[src/rtl/uart_tx_arbiter.sv]
// Round-robin arbiter feeding a single 8N1 UART transmitter.
// One bit per baud_tick; tx is registered and idles high.
module uart_tx_arbiter #(
   parameter int NUM_REQ = 4,
   parameter int ID_W    = $clog2(NUM_REQ)
) (
   input  logic                 clk,
   input  logic                 rst,
   input  logic                 baud_tick,
   input  logic [NUM_REQ-1:0]   req_valid,
   input  logic [NUM_REQ*8-1:0] req_data,
   output logic [NUM_REQ-1:0]   req_ready,
   output logic                 tx,
   output logic                 busy,
   output logic [ID_W-1:0]      grant_id
);

   localparam int SW = ID_W + 1;

   typedef enum logic [2:0] {IDLE, SYNC, START, DATA, STOP} state_t;

   state_t              r_state, w_state_nxt;
   logic [7:0]          r_shreg, w_shreg_nxt;
   logic [2:0]          r_bit_cnt, w_bit_cnt_nxt;
   logic [ID_W-1:0]     r_last_grant, w_last_grant_nxt;
   logic [ID_W-1:0]     r_grant_id, w_grant_id_nxt;
   logic                r_tx, w_tx_nxt;

   logic                w_found;
   logic [ID_W-1:0]     w_winner;
   logic [ID_W-1:0]     w_idx;
   logic [SW-1:0]       w_sum;
   logic [NUM_REQ-1:0]  w_grant_oh;
   logic [7:0]          w_byte;

   // Search from last_grant+1 with an explicit wrap at NUM_REQ, so
   // non-power-of-two counts never produce an out-of-range index.
   always_comb begin
      w_found  = 1'b0;
      w_winner = '0;
      w_idx    = '0;
      w_sum    = '0;
      for (int unsigned k = 1; k <= NUM_REQ; k++) begin
         w_sum = {1'b0, r_last_grant} + SW'(k);
         if (w_sum >= SW'(NUM_REQ))
            w_sum = w_sum - SW'(NUM_REQ);
         w_idx = w_sum[ID_W-1:0];
         if (!w_found && req_valid[w_idx]) begin
            w_found  = 1'b1;
            w_winner = w_idx;
         end
      end
   end

   always_comb begin
      w_grant_oh = '0;
      w_byte     = '0;
      for (int unsigned i = 0; i < NUM_REQ; i++) begin
         if (w_found && (w_winner == ID_W'(i))) begin
            w_grant_oh[i] = 1'b1;
            w_byte        = req_data[8*i +: 8];
         end
      end
   end

   always_comb begin
      w_state_nxt      = r_state;
      w_shreg_nxt      = r_shreg;
      w_bit_cnt_nxt    = r_bit_cnt;
      w_last_grant_nxt = r_last_grant;
      w_grant_id_nxt   = r_grant_id;
      req_ready        = '0;
      case (r_state)
         IDLE: begin
            // rst gates the accept pulse so nothing is offered while held in reset
            if (rst && w_found) begin
               req_ready        = w_grant_oh;
               w_shreg_nxt      = w_byte;
               w_last_grant_nxt = w_winner;
               w_grant_id_nxt   = w_winner;
               w_state_nxt      = SYNC;
            end
         end
         SYNC: begin
            if (baud_tick) w_state_nxt = START;
         end
         START: begin
            if (baud_tick) begin
               w_state_nxt   = DATA;
               w_bit_cnt_nxt = '0;
            end
         end
         DATA: begin
            if (baud_tick) begin
               if (r_bit_cnt == 3'd7) begin
                  w_state_nxt = STOP;
               end else begin
                  w_shreg_nxt   = {1'b0, r_shreg[7:1]};
                  w_bit_cnt_nxt = r_bit_cnt + 3'd1;
               end
            end
         end
         STOP: begin
            if (baud_tick) w_state_nxt = IDLE;
         end
         default: w_state_nxt = IDLE;
      endcase

      case (w_state_nxt)
         START:   w_tx_nxt = 1'b0;
         DATA:    w_tx_nxt = w_shreg_nxt[0];
         default: w_tx_nxt = 1'b1;
      endcase
   end

   always_ff @(posedge clk or negedge rst) begin
      if (!rst) begin
         r_state      <= IDLE;
         r_shreg      <= '0;
         r_bit_cnt    <= '0;
         r_last_grant <= ID_W'(NUM_REQ - 1);
         r_grant_id   <= '0;
         r_tx         <= 1'b1;
      end else begin
         r_state      <= w_state_nxt;
         r_shreg      <= w_shreg_nxt;
         r_bit_cnt    <= w_bit_cnt_nxt;
         r_last_grant <= w_last_grant_nxt;
         r_grant_id   <= w_grant_id_nxt;
         r_tx         <= w_tx_nxt;
      end
   end

   assign tx       = r_tx;
   assign busy     = (r_state != IDLE);
   assign grant_id = r_grant_id;

endmodule

[config.mk]
export PLATFORM = sky130hd
export DESIGN_NAME = uart_tx_arbiter
export DESIGN_NICKNAME = d
export VERILOG_FILES = /design/src/rtl/uart_tx_arbiter.sv
export SDC_FILE = /design/constraint.sdc
export NUM_CORES = 1
export LEC_CHECK = 0
export BUFFER_PORTS_ARGS = -buffer_cell sky130_fd_sc_hd__buf_4
export CAP_MARGIN = 20
export CORE_ASPECT_RATIO = 1.25
export CORE_MARGIN = 1
export CORE_UTILIZATION = 45
export CTS_BUF_LIST = sky130_fd_sc_hd__clkbuf_16
export DETAILED_ROUTE_END_ITERATION = 12
export PLACE_DENSITY = 0.71
export SLEW_MARGIN = 0
export SYNTH_ARGS = -nofsm -noshare
export SYNTH_HDL_FRONTEND = slang
export SYNTH_SLANG_ARGS = --single-unit
[constraint.sdc]
create_clock -name clk -period 2.4 [get_ports clk]
set_input_delay 0.36 -clock clk [delete_from_list [all_inputs] [get_ports clk]]
set_output_delay 0.36 -clock clk [all_outputs]
set_load 0.1 [all_outputs]
## Word-level counts from Yosys, hierarchy flattened

Cells that the tools add are included.

| word-level totals | value |
|---|---|
| bits of input ports | 39 |
| output and inout port bits | 8 |
| bits in registers | 19 |
| word-level logic and storage cells | 103 |

| cells by class | value |
|---|---|
| add/subtract/negate cells | 9 |
| multiplexer cells | 46 |
| eq/ne operators | 14 |
| reductions and logical operators | 19 |
| magnitude comparators | 8 |

Operators by type and width:

| operator | number |
|---|---|
| 8-bit 2-to-1 mux | 7 |
| 3-bit 2-to-1 mux | 9 |
| 2-bit 2-to-1 mux | 8 |
| 8-bit case mux with 2 select lines | 1 |
| 3-bit case mux with 5 select lines | 1 |
| 3-bit by 2-bit equality test with 1-bit output (second input constant) | 4 |
| 3-bit >= comparator (second input constant) | 4 |
| 2-bit by 3-bit less-than comparator with 1-bit output (second input constant) | 4 |
| 1-bit 2-to-1 mux | 12 |
| 1-bit binary-select mux with 2-bit select | 4 |
| 1-bit logical AND | 8 |
| 4-bit 2-to-1 mux | 2 |
| 2-bit != test (second input constant) | 4 |
| 4-bit AND reduction | 2 |
| 2-bit by 1-bit subtractor with 2-bit output (second input constant) | 4 |
| 2-bit by 2-bit adder with 3-bit output (second input constant) | 2 |
| 3-bit equality test (second input constant) | 2 |
| 3-bit case mux with 2 select lines | 1 |
| 2-bit equality test (second input constant) | 2 |
| 2-bit nonzero test | 2 |
| 2-bit by 1-bit adder with 3-bit output (second input constant) | 1 |
| 2-bit by 3-bit adder with 3-bit output (second input constant) | 1 |
| 3-bit by 1-bit adder with 3-bit output (second input constant) | 1 |
| 3-bit by 1-bit equality test with 1-bit output (second input constant) | 1 |
| other kinds (7) | 9 |

## Logic depth before layout (Yosys ltp)

| depth | value |
|---|---|
| word-level depth | 24 |
| gate-level depth with buffers | 7 |
| mapped depth without buffers | 6 |

## Worst setup path before layout

No wires, ideal clock.

| timing | value |
|---|---|
| path type | register to output |
| from | register r_last_grant[0] |
| to | output req_ready[0] |
| path buffers | 1 |
| arrival time | 2.669 ns |
| cell stages (with the launch flop) | 6 |
| data required time | 2.040 ns |
| path slack | -0.629 ns |
| cell sequence | dfstp_2 buf_2 mux2i_1 a221o_1 or2b_1 nor2_1 |

| on the way | value |
|---|---|
| longest elaborated chain between the ends | 20 |
| elaborated cells on any way between the ends | 44 |
| classes of those cells | add/sub (8); order compare (4); mux (23); reduce/logical (9) |

Ends and longest elaborated chain:

| what | line | source |
|---|---|---|
| start, declared | 25 | `logic [ID_W-1:0] r_last_grant, w_last_grant_nxt;` |
| start signal, assigned | 121 | `r_last_grant <= ID_W'(NUM_REQ - 1);` |
| start signal, assigned | 128 | `r_last_grant <= w_last_grant_nxt;` |
| 2-bit by 1-bit adder with 3-bit output | 44 | `w_sum = {1'b0, r_last_grant} + SW'(k);` |
| 3-bit >= comparator / 2-bit by 1-bit subtractor with 2-bit output (equally long branches) | 45, 46 |  |
| 2-bit 2-to-1 mux | 45 | `if (w_sum >= SW'(NUM_REQ))` |
| 1-bit binary-select mux with 2-bit select | 48 | `if (!w_found && req_valid[w_idx]) begin` |
| 1-bit 2-to-1 mux (implied by the code) | 48 |  |
| 1-bit 2-to-1 mux | 48 |  |
| 1-bit zero test | 48 |  |
| 1-bit logical AND | 48 |  |
| (+4 left out) | - |  |
| 1-bit zero test | 48 |  |
| 1-bit logical AND | 48 |  |
| 2-bit 2-to-1 mux | 48 |  |
| 2-bit zero test | 59 | `if (w_found && (w_winner == ID_W'(i))) begin` |
| 1-bit logical AND | 59 |  |
| 1-bit 2-to-1 mux | 59 |  |
| 4-bit 2-to-1 mux * | 76 | `if (rst && w_found) begin` |
| 4-bit 2-to-1 mux * | 73 | `case (r_state)` |
| end, declared | 12 | `output logic [NUM_REQ-1:0] req_ready,` |

Every way passes the cells marked *; elsewhere a longest branch is shown, timed or not. The select of a mux whose other input is x is not followed.

## Worst setup path after layout

| timing | value |
|---|---|
| from | register r_state[1] |
| to | output req_ready[0] |

| on the way | value |
|---|---|
| longest elaborated chain between the ends | 2 |

Ends and longest elaborated chain:

| what | line | source |
|---|---|---|
| start, declared | 22 | `state_t r_state, w_state_nxt;` |
| start signal, assigned | 125 | `r_state <= w_state_nxt;` |
| 3-bit zero test | 73 |  |
| 4-bit 2-to-1 mux | 73 |  |

Every way passes these cells.

==> key figures <==
Timing
  – Max Slew Vio Count: 0
  – # setup viols final: 0
  – Post-route clock skew: 0.004200 ns
  – Period utilization: 98.12%
  – Tmin final: 2.355 ns
  – Fmax: 0.4247 GHz
  – Final count of hold timing violations: 0
  – Hold WS: 0.07831 ns
  – Setup TNS: 0 ns
  – RSZ-0062 raised after global routing: yes
  – Worst slew margin: a little under two thirds
  – Worst Tran Pin Value: 0.5400 ns

Die
  – Die area: roughly 3500 sq um
  – Initial cell density of the core: slightly below 50%
  – Die height: 65.53 microns
  – CORE AREA: about 3000 sq um
  – Chip width: 52.82 microns
  – IO Pins: 47
  – Std-Cell Rows: 22

Drt
  – DR iter-0 viols: 53
  – Detailed-route via count: 1543
  – Drc violations: 0
  – Drt via density: ~6
  – Routed wire per std cell: 16.31 microns
  – Routed Antenna Nets: 0
  – Detailed Route WL: 4.209 mm
  – DRT Pass-1 Iters: 4

Global route
  – GR Util All Layers: 25.80%
  – Initial antenna violation count: 0
  – Vias in the first global route: roughly 1.5k
  – First-pass GRT wire length: ~6.6 mm
  – Grt ovf: 0
  – Largest net degree at the start of global routing: 21

Setup path
  – Critical Path Start Type: flop
  – Crit path kind: reg2out
  – FF-to-FF setup slack: 0.47 ns
  – CP endpoint kind: output port
  – Max FO, Critical Path: 5
  – Worst Path Required: 2.04 ns
  – Crit path DAT: between 1.5 and 2 ns

Synth
  – Post-synth EDFFs: 0
  – Post-synthesis xor/xnor area fraction: 0%
  – Fraction of registers with async set/reset: 100.0%
  – Largest family of logic cells by synthesized area: compound AO/OA/AOI/OAI gates
  – Compound-Gate Fraction of Synth Area: about a third
  – Post-synthesis mux area share: 5.599%
  – Post-synth cell types: 52
  – Adder-cell share of the synthesized area: approximately 1.7%
  – Ys flop type: dfrtp_1
  – Synth Net Count: between 200 and 250
  – Syn Inst Count: 165
  – Yosys warning count: 0
  – Simple-Gate Fraction of Synth Area: 19.38%
  – Syn Area/Cell: 8.804 sq um
  – Mapped cell area: 1453 sq um
  – Yosys reg bits: 19
  – Register area share after synthesis: about a third

Pwr
  – Pwr Density: 936.4 nW/um^2
  – Leak: 0.9531 nW
  – Worst VDD drop: about 740 uV

Finish
  – Most common cell after layout, fill and taps aside: buf_4
  – Final Instance Area: 2039 sq um
  – ANT cells: 0
  – Layout cells sized above 1: 39.19%
  – Most frequent cells in the layout: 58 x buf_4, 15 x nand2_1, 14 x dfrtp_1
  – Net count of the finished layout: 264
  – Area Growth Syn to Fin: 40.40%

Placement
  – Gpl congestion: ~0.85
  – Hpwl dp: 3.139 mm
  – Port Buffers: 46
  – Cell Area, Placed: roughly 1900 sq um

Clock network
  – Clock latency at the later pin of the worst-skew pair: 0.25 ns
  – Clock sink total: 19
  – CTS tree: yes
  – Clock Pin Slew Worst Setup and Hold Paths: 0.05 ns
  – Root buffer selected by CTS: clkbuf_16
  – H-tree levels: 1
  – Total CTS buffers: 3
  – CTS max path bufs: 2

Run
  – Max-cap viol count: 0

Run status
  – Status: finished clean

Worst hold path
  – Min-Delay Path Class: in2async
worst max-delay path, stage by stage (launching register included):
cell	delay (ns)
dfrtp_2	0.43
or4b_4	0.56
nor2_4	0.16
or2b_1	0.27
nor2_2	0.14
buf_12	0.19
area by class of cell:
type,count,area (sq um)
clock buffer,3,75.07
tap,36,45.04
sequential,19,481.7
fill,271,960.9
timing repair buffer,63,498.0
clock inverter,1,5.005
inverter,14,56.30
multi-input combinational,122,878.3
cells in the mapped netlist (2+ instances only):
| library cell | n | area [sq um] |
|---|---|---|
| dfrtp_1 | 16 | 400.4 |
| nand2_1 | 15 | 56.30 |
| inv_1 | 14 | 52.55 |
| nor2_1 | 10 | 37.54 |
| o21ai_0 | 8 | 40.04 |
| mux2i_1 | 7 | 70.07 |
| o221ai_1 | 7 | 61.31 |
| nor3_1 | 6 | 30.03 |
| a22o_1 | 5 | 43.79 |
| a22oi_1 | 5 | 37.54 |
| o21a_1 | 5 | 37.54 |
| buf_2 | 4 | 20.02 |
| buf_4 | 4 | 30.03 |
| nand3_1 | 4 | 20.02 |
| o22ai_1 | 4 | 25.02 |
| a21oi_1 | 3 | 15.01 |
| dfstp_2 | 3 | 78.83 |
| nand2b_1 | 3 | 18.77 |
| o31a_1 | 3 | 26.28 |
| a211oi_1 | 2 | 15.01 |
| ha_1 | 2 | 25.02 |
| nor2b_1 | 2 | 12.51 |
| o21ai_1 | 2 | 10.01 |
| o31ai_1 | 2 | 15.01 |
| o32ai_1 | 2 | 17.52 |
timing repair:
item,CTS,global route
setup endpoints to repair,3,4
endpoints found under the hold margin,0,0
buffers inserted,2,6
resized for setup,9,3
pin swaps,1,2
hold buffers,0,0
path summary, 6_finish.rpt:
check | from | end | cells after the start
worst max-delay path | r_state[1]$_DFF_PN0_ | req_ready[0] | 5
worst min-delay path | rst | r_shreg[3]$_DFFE_PN0P_ | 2
worst max register to register | r_last_grant[1]$_DFFE_PN1P_ | r_shreg[0]$_DFF_PN0_ | 7
worst min register to register | r_shreg[7]$_DFFE_PN0P_ | r_shreg[7]$_DFFE_PN0P_ | 2
max in group asynchronous | rst | r_last_grant[1]$_DFFE_PN1P_ | 2
min in group clk | req_data[15] | r_shreg[7]$_DFFE_PN0P_ | 3
state kept, by name (all words and copies together) (netlist names):
register      flops
r_shreg           8
grant_id          2
r_last_grant      2
r_bit_cnt         3
r_state           3
tx                1
cells by family after synthesis:
logic type | Yosys count
compound gates | 61
mux | 8
buf+inv | 24
fa+ha+maj | 2
flops | 19
simple gates | 51
per-stage QoR:
stage / instances / setup slack [ns] / power, mW / utilization [%]
6_report: 258 / 0.04514 / 1.910 / 67.97
5_1_grt: 258 / -0.009610 / 2.015 / 67.97
4_1_cts: 252 / 0.005723 / 1.838 / 66.26
3_5_place_dp: 246 / 0.1900 / 1.488 / 62.05
3_3_place_gp: 246 / 0.2139 / 1.456 / 62.05
2_1_floorplan: 165 / -0.1915 / 1.232 / -
power breakdown:
part / switching, mW / leakage, nW / total [mW] / internal, mW
sequential: 0.0983 / 0.228 / 0.549 / 0.451
combinational: 0.603 / 0.685 / 1.02 / 0.421
clock: 0.114 / 0.0409 / 0.338 / 0.223
total: 0.815 / 0.953 / 1.91 / 1.09
routing by layer:
| layer | vias up | routed length (microns) | GRT usage (%) |
|---|---|---|---|
| li1 | 737 | - | - |
| met1 | 735 | 1606 | 27.52 |
| met2 | 59 | 2339 | 48.10 |
| met3 | 12 | 160 | 3.704 |
| met4 | 0 | 103 | 11.51 |
| met5 | - | 0 | 0 |
Power figures use the tool's default switching activity.
